### src/rtl/fetch_stage_if.sv
// Package and interface shared by the instruction-fetch stage.
//
// fetch_pkg
//   ifid_t     : IF|ID pipeline latch contents (imemload, pc_plus), 64 bits.
//
// fetch_stage_if : every non-clock signal of the fetch stage.
//   iREN        fetch -> cache   instruction read enable
//   iaddr       fetch -> cache   fetch address (the PC)
//   ihit        cache -> fetch   iload is valid this cycle
//   iload       cache -> fetch   instruction word
//   stall       hazard -> fetch  hold PC and IF|ID
//   redirect    EX|MEM -> fetch  taken branch/jump resolved
//   redirect_pc EX|MEM -> fetch  redirect target (low two bits ignored)
//   halt        MEM|WB -> fetch  halt instruction retired
//   ifid        fetch -> decode  registered IF|ID latch
//   ifid_valid  fetch -> decode  latch holds a real instruction
// The master modport is the fetch stage itself; slave is its environment.

package fetch_pkg;
    typedef struct packed {
        logic [31:0] imemload;
        logic [31:0] pc_plus;
    } ifid_t;
endpackage

interface fetch_stage_if;
    import fetch_pkg::*;

    logic        iREN;
    logic [31:0] iaddr;
    logic        ihit;
    logic [31:0] iload;
    logic        stall;
    logic        redirect;
    logic [31:0] redirect_pc;
    logic        halt;
    ifid_t       ifid;
    logic        ifid_valid;

    modport master (
        output iREN, iaddr, ifid, ifid_valid,
        input  ihit, iload, stall, redirect, redirect_pc, halt
    );

    modport slave (
        input  iREN, iaddr, ifid, ifid_valid,
        output ihit, iload, stall, redirect, redirect_pc, halt
    );
endinterface

### src/rtl/fetch_stage.sv
// Instruction-fetch stage of the five-stage pipeline.
// Owns the program counter, drives the instruction-cache request and
// produces the registered IF|ID latch consumed by decode.
//
// Parameters
//   PC_INIT : PC loaded on reset (word aligned).
// Ports
//   CLK     : clock, all state updates on the rising edge
//   RST     : synchronous reset, active-high
//   bus     : fetch_stage_if.master (cache request/response, hazard,
//             redirect, halt and the IF|ID latch outputs)
//
// Per-edge priority: reset, halt (sticky), redirect, stall, hit, miss.

module fetch_stage
    import fetch_pkg::*;
#(
    parameter logic [31:0] PC_INIT = 32'h0000_0000
) (
    input  logic          CLK,
    input  logic          RST,
    fetch_stage_if.master bus
);

    logic [31:0] pc;
    ifid_t       ifidQ;
    logic        ifidValidQ;
    logic        halted;
    logic [31:0] pcPlus4;

    // 32-bit modulo add: 0xFFFF_FFFC wraps to 0 with no carry-out kept.
    assign pcPlus4 = pc + 32'd4;

    assign bus.iaddr      = pc;
    assign bus.iREN       = !halted;
    assign bus.ifid       = ifidQ;
    assign bus.ifid_valid = ifidValidQ;

    // NOTE: every state register below uses non-blocking assignment so all
    // of them sample the pre-edge values of one another; blocking here would
    // make pc + 4 see an already-updated pc and change behaviour with order.
    always_ff @(posedge CLK) begin
        if (RST) begin
            pc         <= PC_INIT;
            ifidQ      <= '0;
            ifidValidQ <= 1'b0;
            halted     <= 1'b0;
        end else if (halted || bus.halt) begin
            // Once halted, fetch freezes until reset; a nop fills IF|ID.
            halted     <= 1'b1;
            ifidQ      <= '0;
            ifidValidQ <= 1'b0;
        end else if (bus.redirect) begin
            // Redirect wins over stall: the instruction being fetched is on
            // the wrong path, so it is dropped and a bubble goes to decode.
            pc         <= bus.redirect_pc & 32'hFFFF_FFFC;
            ifidQ      <= '0;
            ifidValidQ <= 1'b0;
        end else if (bus.stall) begin
            pc         <= pc;
            ifidQ      <= ifidQ;
            ifidValidQ <= ifidValidQ;
        end else if (bus.ihit) begin
            ifidQ.imemload <= bus.iload;
            ifidQ.pc_plus  <= pcPlus4;
            ifidValidQ     <= 1'b1;
            pc             <= pcPlus4;
        end else begin
            // Miss: retry the same address; iload is never sampled here so
            // an undefined word on the bus cannot leak into IF|ID.
            ifidQ      <= '0;
            ifidValidQ <= 1'b0;
        end
    end

endmodule

### src/flat_wrapper.sv
// flat-port wrapper written by rule: the top's interface ports become plain ports
module fetch_stage_flat import fetch_pkg::*;
#(
    parameter logic [31:0] PC_INIT = 32'h0000_0000
)
  (CLK, RST, bus_iREN, bus_iaddr, bus_ifid, bus_ifid_valid, bus_ihit, bus_iload, bus_stall, bus_redirect, bus_redirect_pc, bus_halt);
  fetch_stage_if bus_i ();
  input  logic CLK;
  input  logic RST;
  output wire logic [$bits(bus_i.iREN)-1:0] bus_iREN;
  output wire logic [$bits(bus_i.iaddr)-1:0] bus_iaddr;
  output wire logic [$bits(bus_i.ifid)-1:0] bus_ifid;
  output wire logic [$bits(bus_i.ifid_valid)-1:0] bus_ifid_valid;
  input wire logic [$bits(bus_i.ihit)-1:0] bus_ihit;
  input wire logic [$bits(bus_i.iload)-1:0] bus_iload;
  input wire logic [$bits(bus_i.stall)-1:0] bus_stall;
  input wire logic [$bits(bus_i.redirect)-1:0] bus_redirect;
  input wire logic [$bits(bus_i.redirect_pc)-1:0] bus_redirect_pc;
  input wire logic [$bits(bus_i.halt)-1:0] bus_halt;
  assign bus_iREN = bus_i.iREN;
  assign bus_iaddr = bus_i.iaddr;
  assign bus_ifid = bus_i.ifid;
  assign bus_ifid_valid = bus_i.ifid_valid;
  assign bus_i.ihit = bus_ihit;
  assign bus_i.iload = bus_iload;
  assign bus_i.stall = bus_stall;
  assign bus_i.redirect = bus_redirect;
  assign bus_i.redirect_pc = bus_redirect_pc;
  assign bus_i.halt = bus_halt;
  fetch_stage #(.PC_INIT(PC_INIT)) u_core (.CLK(CLK), .RST(RST), .bus(bus_i));
endmodule
### config.mk
export PLATFORM = sky130hd
export DESIGN_NAME = fetch_stage_flat
export DESIGN_NICKNAME = d
export VERILOG_FILES = /design/src/rtl/fetch_stage_if.sv /design/src/rtl/fetch_stage.sv /design/src/flat_wrapper.sv
export SDC_FILE = /design/constraint.sdc
export NUM_CORES = 1
export LEC_CHECK = 0
export ABC_AREA = 1
export CORE_ASPECT_RATIO = 0.6
export CORE_MARGIN = 2
export CORE_UTILIZATION = 35
export DETAILED_ROUTE_END_ITERATION = 6
export PLACE_DENSITY = 0.72
export REMOVE_ABC_BUFFERS = 1
export SLEW_MARGIN = 5
export SYNTH_ARGS = -nofsm -noshare
export SYNTH_HDL_FRONTEND = slang
export SYNTH_SLANG_ARGS = --single-unit
### constraint.sdc
create_clock -name CLK -period 1.2 [get_ports CLK]
set_input_delay 0.24 -clock CLK [delete_from_list [all_inputs] [get_ports CLK]]
set_output_delay 0.24 -clock CLK [all_outputs]
set_load 0.01 [all_outputs]
**Word level (Yosys, flattened, before mapping)**

Cells that the tools add are included.

- Register bits: 98
- Input port bits: 70
- Output and inout port bits: 98
- Word-level logic and storage cells: 18

- Add/subtract/negate cells: 1
- Equal/unequal tests: 1
- Mux-type cells: 5
- Bitwise operators: 1
- Reductions and logical operators: 5

Operators with widths:

| operator | number |
|---|---|
| 2-to-1 mux 32 bit | 3 |
| 2-to-1 mux 64 bit | 1 |
| adder 32 x 3 -> 32 bit, second input constant | 1 |
| AND reduction 3 bit | 1 |
| OR reduction 3 bit | 1 |
| inequality test 2 x 1 -> 1 bit, second input constant | 1 |
| nonzero test 2 bit | 1 |
| logical NOT 1 bit | 1 |
| logical OR 1 bit | 1 |
| 2-to-1 mux 1 bit | 1 |
| inverter 1 bit | 1 |

**Depth between registers and ports, before layout**

Gate-level depths: netlist of the first run.

- Word-level depth: 4
- Depth in mapped cells: 10
- Gate-level depth less buffers: 10

**Least setup slack after synthesis of the first run**

No wires, ideal clock.

- Path kind: register to register
- Start point: reg u_core.pc[3] (netlist: u_core.bus.iaddr[3])
- End point: reg u_core.ifidQ, in the netlist u_core.bus.ifid[26]
- Library setup time: 132 ps
- Arrival time: 1345 ps
- Data required time: 1068 ps
- Setup slack: -278 ps
- Cell stages (with the launch flop): 11
- Path buffers: 0
- Clock period less this slack: 1478 ps
- Cells stage by stage: dfxtp_1 ha_1 nand2_2 nor2_4 nand2_4 nor2_4 nand2_1 nand2_1 nand2_1 nand2_1 a21oi_1

- Cells in the longest elaborated chain, start to end: 2

Ends and longest elaborated chain:

| element | RTL line | text |
|---|---|---|
| start, declared | fetch_stage.sv:25 | `logic [31:0] pc;` |
| start signal, assigned | fetch_stage.sv:56 | `pc <= bus.redirect_pc & 32'hFFFF_FFFC;` |
| start signal, assigned | fetch_stage.sv:60 | `pc <= pc;` |
| start signal, assigned | fetch_stage.sv:67 | `pc <= pcPlus4;` |
| adder 32 x 3 -> 32 bit | fetch_stage.sv:32 | `assign pcPlus4 = pc + 32'd4;` |
| 2-to-1 mux 64 bit | fetch_stage.sv:63 | `end else if (bus.ihit) begin` |
| end signal, assigned | fetch_stage.sv:61 | `ifidQ <= ifidQ;` |
| end, declared | fetch_stage.sv:26 | `ifid_t ifidQ;` |

No other way between the ends.
A chain may end at the register's enable or synchronous reset.

**Worst setup path after layout of the first run**

- Start point: reg u_core.pc[5] (netlist: u_core.bus.iaddr[5])
- End point: reg u_core.ifidQ, in the netlist u_core.bus.ifid[9]

Same word-level chain as after synthesis.

==> results of run 1 <==
metrics by stage:
step | cell area (µm²) | hold slack [ns] | TNS (ns) | power, W
finish | 7780 | 0.267 | -18.11 | 0.00759
floorplan | 4150 | 0.312 | -101.90 | 0.00374
CTS | 7540 | 0.269 | -15.59 | 0.00749
global route | 7780 | 0.285 | -25.81 | 0.00785
global placement | 6490 | 0.446 | -44.67 | 0.00451
detailed placement | 6490 | 0.456 | -47.83 | 0.00454
final cells by class:
| cell class | instances | area share |
|---|---|---|
| clock buffer | 10 | 0.0294 |
| clock inverter | 6 | 0.00611 |
| inverter | 21 | 0.0108 |
| multi-input combinational | 471 | 0.343 |
| sequential | 94 | 0.252 |
| tap | 165 | 0.0265 |
| timing repair buffer | 256 | 0.333 |
critical path, delay by kind of cell (launching register included):
| kind | cells | cell delay, ns |
|---|---|---|
| flops | 1 | 0.37 |
| xor+xnor | 1 | 0.14 |
| compound gates | 1 | 0.12 |
| simple gates | 4 | 0.54 |
| buf+inv | 2 | 0.27 |
path summary, 6_finish.rpt:
path | to | slack, ns
setup / recovery | u_core.bus.ifid[9] | -0.32
hold / removal | u_core.bus.ifid_valid | 0.27
setup reg to reg | u_core.bus.ifid[9] | -0.32
hold reg to reg | u_core.bus.ifid[22] | 0.46
power by group through the flow:
stage	combinational [W]	sequential, W	clock, W
after detailed placement	0.00117	0.00337	0
after global routing	0.00163	0.00333	0.00289
after floorplan	0.000327	0.00342	0
final	0.00154	0.00332	0.00272
after CTS	0.00140	0.00332	0.00277
after global placement	0.00115	0.00337	0
per-layer routing:
layer / GRT usage / vias up / wire (µm)
li1: - / 2466 / -
met1: 0.365 / 2411 / 8430
met2: 0.382 / 239 / 7540
met3: 0.0690 / 26 / 1450
met4: 0.0609 / 0 / 388
met5: 0 / - / 0
sequential cells by signal (all words and copies together), names as in the netlist:
| register | cells |
|---|---|
| u_core.halted | 1 |
| u_core.bus.ifid_valid | 1 |
| u_core.bus.ifid | 62 |
| u_core.bus.iaddr | 30 |
cells in the final DEF (no fill, tap or decap), types with 4 or more instances in the layout:
cell / count
buf_6: 48
nand2_2: 18
a21oi_2: 58
xor2_2: 10
nor2_4: 9
buf_4: 50
nand3b_1: 8
conb_1: 4
o21ai_2: 4
dfxtp_4: 14
nand3_1: 8
o21ai_0: 23
dfxtp_2: 20
dfxtp_1: 60
clkbuf_16: 9
inv_1: 17
nand2_1: 216
buf_2: 5
nor2_2: 9
buf_12: 11
clkbuf_2: 28
a21oi_1: 59
buf_16: 8
clkdlybuf4s15_2: 7
nor2_1: 22
clkdlybuf4s15_1: 32
xnor2_2: 4
clkdlybuf4s50_1: 64
cells by family (layout without fill, tap and decap cells):
family,count (synthesis),in the layout,share of synthesized area
and+or+nand+nor,299,299,0.288
DFF,94,94,0.434
buffers and inverters,59,293,0.0618
AOI/OAI and AO/OA,153,153,0.178
adders and majority gates,1,1,0.00289
other,1,4,0.000866
xor gates and xnor gates,14,14,0.0335
timing repair:
item,4_1_cts,5_1_grt
gates resized for setup,373,152
gates cloned,10,0
setup buffers,14,20
endpoints found under the setup margin,187,169
pin swaps,26,37
==> results.cfg, run 1 <==
[status]
outcome = finished with violations
violations = negative setup slack

[synth]
synth-seq-cells = 94
synth-seq-area-share = 0.434
async_flop_share = 0
synth_cell_type_count = 27
postSynthAreaPerCell_um2 = 6.98
synth.most_common_cell = nand2_1
synth_ff_type = dfxtp_1
synth_edf_count = 0
ys_top_cells_by_area = dfxtp_1, nand2_1, a21oi_1, o21ai_0, nor2_1
netlist_top_cells_count = nand2_1, a21oi_1, dfxtp_1, o21ai_0, nor2_1
yosysWarnings = 0
synth_top_area_cell = dfxtp_1
syn_area_um2 = 4330
synth_cells = 621
synth.top_cell.area_share = 0.434

[power]
p_int_w = 0.00545
combPwrFrac = 0.203
p_per_area_nw_per_um2 = 975
p_clk_frac = 0.359
swShare = 0.282
p_seq_frac = 0.438
leakage_nw = 2.99
p_switching_w = 0.00214
vdd_ir_drop_max_mv = 0.666

[clocking]
numCtsBuffers = 9
cts_buffer_depth = 2
postCtsHoldBufs = 0
cts.clk_slew.worst_paths_ns = 0.07
h-tree-depth = 3
cts.sinks = 94
cts_tree = done
cts_root_buf = clkbuf_16
clk_latency_ns = 0.35

[finish]
final_core_util = 0.645
finalNetCount = 924
multi_input_area_um2 = 2670
syn_to_final_growth_pct = 79.6
diodes = 0
fillers = 1024
stdcell_count = 1023
regArea_um2 = 1960
drive_gt1_frac = 0.389

[die]
coreArea_um2 = 12100
start_util = 0.359
io-pin-count = 168
die_h_um = 90.2
die_width_um = 148
fp-row-count = 31
fp.dieArea_um2 = 13300

[hold_path]
hold_start = bus_stall
holdCritPathClass = primary input to flip-flop
holdPathStages = 4

[sta]
rsz0062_at_grt = yes
setup_slack_ns = -0.321
max_clock_freq_ghz = 0.657
timing.final.crit_share = 1.27
fin_skew_ns = 0.00564
maxSlewViolCount = 0
setup_violations = 97
finalHoldViolations = 0
period_needed_ns = 1.52

[worst_setup_path]
r2r-start = u_core.bus.iaddr[5]
cp_slowest_cell = dfxtp_2
required_ns = 1.48
crit_start = u_core.bus.iaddr[5]
r2r_cells = 8
path_class = flip-flop to flip-flop
crit_path_start_kind = flip-flop
worstPathCellList = nand2_1, nor2_1, nand2_4, buf_4, buf_4, xnor2_2, nand2_1, a21oi_2
critical_path.max_fanout = 3
cp-end-kind = flip-flop
slowest_delay_ns = 0.37
critPathArrivalTime_ns = 1.80

[detailed_routing]
drt_iter0_drc = 391
drc = 0
vias_per_cell = 5.03
ant_nets = 0
wl_per_cell_um = 17.4
vias = 5142
first_pass_iters = 4
wl_mm = 17.8

[global_routing]
gr-total-overflow = 0
globalRouteTotalUtil = 0.255
antenna_found_initial = 0
grt_pass1_wl_mm = 26.4
grt_max_degree = 46
grt_pass1_vias = 4895

[run]
timing.max_cap.violations = 0

[place]
place_ws_ns = -0.575
dp_hpwl_mm = 10.6
place_congestion = 0.889
dp_cells = 973
port_buffers = 161
No activity file was read; power rests on OpenSTA's default activity.
==> run 2: changes to the inputs <==
Settings changed: GPL_ROUTABILITY_DRIVEN set to 0, PLACE_DENSITY 0.72 to 0.69, SKIP_LAST_GASP set to 1.
Clock period 1.2 ns to 1.7 ns, I/O delays scaled along.
==> run 2 against run 1 <==
The flow now finishes without violations. Die area is the same. Sequential share of layout area increased by 4.3 points. Worst setup slack better by 0.34 ns. Final cell count shrank 7.5%. Via count decreased by 11%. Count of clock-buffer cells in the layout decreased by 1. Utilization shrank 11 points. Critical path depth fell by 7. Total power decreased by 33%. Critical path type is now flip-flop to output pin. Design area down 17%.
==> results.cfg, run 2 (synthesis results as in run 1) <==
[detailed_routing]
vias = 4580
drc = 0
drt_iter0_drc = 259
first_pass_iters = 4
ant_nets = 0
wl_per_cell_um = 14.7
vias_per_cell = 4.84
wl_mm = 13.9

[worst_setup_path]
critPathArrivalTime_ns = 1.34
crit_buf_inv = 1
crit_path_start_kind = flip-flop
r2r_end = u_core.bus.iaddr[14]
path_class = flip-flop to output pin
r2r_cells = 8
worstPathCellList = clkdlybuf4s50_1
crit_family = buffers and inverters
cp_slowest_cell = clkdlybuf4s50_1
crit_path_end = bus_iaddr[14]
crit_start = u_core.bus.iaddr[14]
path_depth = 1
cp-end-kind = output pin
regToRegSetupSlack_ns = 0.12
r2r-start = u_core.bus.iaddr[2]
slowest_delay_ns = 0.58
required_ns = 1.36
critical_path.max_fanout = 5

[finish]
final_common_cell = nand2_1
final_cell_mix = nand2_1, clkdlybuf4s50_1, a21oi_1
regArea_um2 = 1910
fin_area_um2 = 6480
diodes = 0
stdcell_count = 946
fillers = 1138
finalNetCount = 848
largest_register_ffs = 62
multi_input_area_um2 = 2220
drive_gt1_frac = 0.108
syn_to_final_growth_pct = 49.6
final_core_util = 0.537

[sta]
rsz0062_at_grt = yes
finalHoldViolations = 0
slew_headroom = 0.567
maxSlewViolCount = 0
fin_skew_ns = 0.00597
period_needed_ns = 1.68
setup_slack_ns = 0.0161
max_clock_freq_ghz = 0.594
setup_violations = 0
worstMarginPinSlew_ns = 0.650
timing.final.crit_share = 0.991

[power]
vdd_ir_drop_max_mv = 0.412
p_per_area_nw_per_um2 = 781
power.total_w = 0.00506
leakage_nw = 2.34

[place]
port_buffers = 161
placed_area_um2 = 6140
dp_hpwl_mm = 10.3
place_ws_ns = -0.0448
dp_cells = 931

[clocking]
cts.sinks = 94
post_cts_buffers = 0
h-tree-depth = 3
cts.clk_slew.worst_paths_ns = 0.06
cts_tree = done
clk_latency_ns = 0.34
cts_buffer_depth = 2
cts_root_buf = clkbuf_16
numCtsBuffers = 9

[run]
timing.max_cap.violations = 0

[global_routing]
globalRouteTotalUtil = 0.209
grt_pass1_wl_mm = 22.4
antenna_found_initial = 0
gr-total-overflow = 0
grt_max_degree = 64
grt_pass1_vias = 4371

[hold_path]
holdCritPathClass = primary input to flip-flop

[die]
start_util = 0.359
fp.dieArea_um2 = 13300
die_width_um = 148
coreArea_um2 = 12100
fp-row-count = 31
io-pin-count = 168
die_h_um = 90.2

[status]
outcome = finished, final reports clean
==> run 2: where the power goes <==
part	total, W	switching (W)	internal, W	leakage (nW)
Combinational	0.000703	0.000345	0.000358	1.44
Clock	0.00199	0.000858	0.00113	0.137
Sequential	0.00237	0.0000947	0.00228	0.771
==> run 2: worst min-delay path by stage <==
stage | endpoint | from | slack (ns) | cells after the start
floorplan | u_core.halted | RST | 0.41 | 1
global placement | u_core.bus.ifid[39] | u_core.bus.ifid[39] | 0.44 | 2
detailed placement | u_core.bus.ifid[52] | u_core.bus.ifid[52] | 0.46 | 2
CTS | u_core.bus.ifid_valid | bus_stall | 0.36 | 4
global route | u_core.bus.ifid_valid | bus_stall | 0.38 | 4
finish | u_core.bus.ifid_valid | bus_stall | 0.37 | 4
==> run 2: area by class of cell <==
type                       instances  share of cell area
clock inverter                     6             0.00985
clock buffer                       9              0.0348
timing repair buffer             180               0.275
multi-input combinational        471               0.342
tap                              165              0.0319
inverter                          21              0.0122
sequential                        94               0.295
==> run 2: per-stage QoR <==
stage                     TNS, ns  hold WS [ns]
after floorplan            -64.70         0.412
after global placement    -0.0220         0.444
after detailed placement   -0.229         0.455
after CTS                       0         0.361
after global routing      -0.0485         0.384
final                           0         0.367
==> run 2: repair_timing <==
action,in CTS,in global routing
hold buffers,0,0
setup endpoints to repair,18,21
resized for setup,18,16
pin swaps,0,1
==> run 2: routing by layer <==
layer,track usage,share of wire,vias to the layer above
met5,0,0,-
met2,0.302,0.41,188
met1,0.297,0.48,2070
met4,0.0401,0.0087,0
met3,0.0772,0.097,13
li1,-,-,2309
==> run 3: changes to the inputs <==
Settings changed: PLACE_DENSITY 0.69 to unset, PLACE_DENSITY_LB_ADDON set to 0.25.
==> run 3 against run 2 <==
Utilization hardly changed. Non-clock buffer count is 1 lower. First-iteration DRC count is 27% higher. Total power is 0.95% lower. Critical endpoint is now bus_iaddr[20].
==> results.cfg, run 3 (synthesis results as in run 1) <==
[clocking]
cts.sinks = 94
h-tree-depth = 3
clk_latency_ns = 0.34
post_cts_buffers = 0
postCtsHoldBufs = 0
cts_tree = done
numCtsBuffers = 9
cts.clk_slew.worst_paths_ns = 0.06
cts_root_buf = clkbuf_16
cts_buffer_depth = 2

[finish]
diodes = 0
drive_gt1_frac = 0.101
final_cell_mix = nand2_1, clkdlybuf4s50_1, a21oi_1
largest_register_ffs = 62
finalNetCount = 847
final_common_cell = nand2_1
stdcell_count = 946
syn_to_final_growth_pct = 49.6
fillers = 1149

[detailed_routing]
dr.max_layer_used = met4
met2_wirelength_mm = 5.76
vias = 4637
drt_iter0_drc = 330
wl_mm = 14.3
wl_per_cell_um = 15.1
first_pass_iters = 5
ant_nets = 0
drc = 0
vias_per_cell = 4.90
wl_met1_mm = 7.02
dr_wl_met3_mm = 1.35

[place]
dp_cells = 930
place_ws_ns = -0.0327
dp_hpwl_mm = 10.1
port_buffers = 161

[hold_path]
holdCritPathClass = primary input to flip-flop

[die]
io-pin-count = 168
fp.dieArea_um2 = 13300
die_h_um = 90.2
fp-row-count = 31
die_width_um = 148
coreArea_um2 = 12100
start_util = 0.359

[sta]
hold_slack_ns = 0.428
setup_slack_ns = 0.0304
maxSlewViolCount = 0
rsz0062_at_grt = yes
period_needed_ns = 1.67
max_clock_freq_ghz = 0.599
timing.final.crit_share = 0.982
setup_violations = 0
finalHoldViolations = 0
fin_skew_ns = 0.0116

[worst_setup_path]
worstPathCellList = clkdlybuf4s50_1
critPathArrivalTime_ns = 1.33
crit_path_start_kind = flip-flop
path_class = flip-flop to output pin
crit_buf_inv = 1
crit_family = buffers and inverters
cp-end-kind = output pin
required_ns = 1.36
critical_path.max_fanout = 6
slowest_delay_ns = 0.58
cp_slowest_cell = clkdlybuf4s50_1
regToRegSetupSlack_ns = 0.14

[global_routing]
grt_max_degree = 64
grt_pass1_vias = 4333
grt_pass1_wl_mm = 22.4
antenna_found_initial = 0
globalRouteTotalUtil = 0.210
gr-total-overflow = 0

[power]
vdd_ir_drop_max_mv = 0.559
p_seq_frac = 0.472
p_per_area_nw_per_um2 = 773
swShare = 0.260
leakage_nw = 2.36
combPwrFrac = 0.142
power.total_w = 0.00501
p_int_w = 0.00371
p_clk_frac = 0.386
p_switching_w = 0.00130

[run]
timing.max_cap.violations = 0

[status]
outcome = finished, final reports clean
run 3: cell count changes in the layout (fill, tap and decap cells not counted), sizes merged:
cell           delta
clkinvlp          -1
clkdlybuf4s50     -3
clkinv            -1
clkbuf            +3
bufinv            -1
inv               +1
buf               -1
dlygate4sd2       +3
run 3: what timing repair did:
item | in CTS | in global routing
setup endpoints to repair | 18 | 17
pin swaps | 0 | 0
gates resized for setup | 20 | 15
run 3: per-layer routing:
metal,track usage,vias up
met5,0,-
met3,0.0736,12
met1,0.308,2126
li1,-,2300
met4,0.0393,0
met2,0.296,199
run 3: power by group through the flow:
stage / clock (W) / sequential, W / combinational [W]
after floorplan: 0 / 0.00241 / 0.000231
after global placement: 0 / 0.00240 / 0.000701
after detailed placement: 0 / 0.00241 / 0.000713
after CTS: 0.00198 / 0.00236 / 0.000710
after global routing: 0.00206 / 0.00237 / 0.000771
final: 0.00193 / 0.00237 / 0.000712
run 3: path summary, 6_finish.rpt:
path | from | endpoint | cells after the start
worst max-delay path | u_core.bus.iaddr[20] | bus_iaddr[20] | 1
worst min-delay path | bus_stall | u_core.bus.ifid_valid | 4
worst max register to register | u_core.bus.iaddr[2] | u_core.bus.iaddr[21] | 9
worst min register to register | u_core.bus.ifid[39] | u_core.bus.ifid[39] | 2
run 3: worst reg2reg max path, delay by kind of cell (launching register included):
kind	cells	cell delay, ns
AND/OR/NAND/NOR	6	0.81
AO/OA/AOI/OAI	1	0.13
flip-flops	1	0.34
buffers and inverters	2	0.20
run 3: through the flow:
step	utilization	area, µm²	TNS (ns)
final	0.537	6480	0
after global routing	0.537	6480	-0.0234
after CTS	0.534	6440	0
after detailed placement	0.509	6140	-0.173
after global placement	0.509	6140	0
after floorplan	-	4150	-64.70
run 3: layout make-up:
cell class / instances / area [µm²] / share of cell area
inverter: 21 / 78.8 / 0.0122
tap: 165 / 206 / 0.0319
sequential: 94 / 1910 / 0.294
timing repair buffer: 179 / 1780 / 0.275
multi-input combinational: 471 / 2220 / 0.343
clock buffer: 12 / 256 / 0.0396
clock inverter: 4 / 30.0 / 0.00463
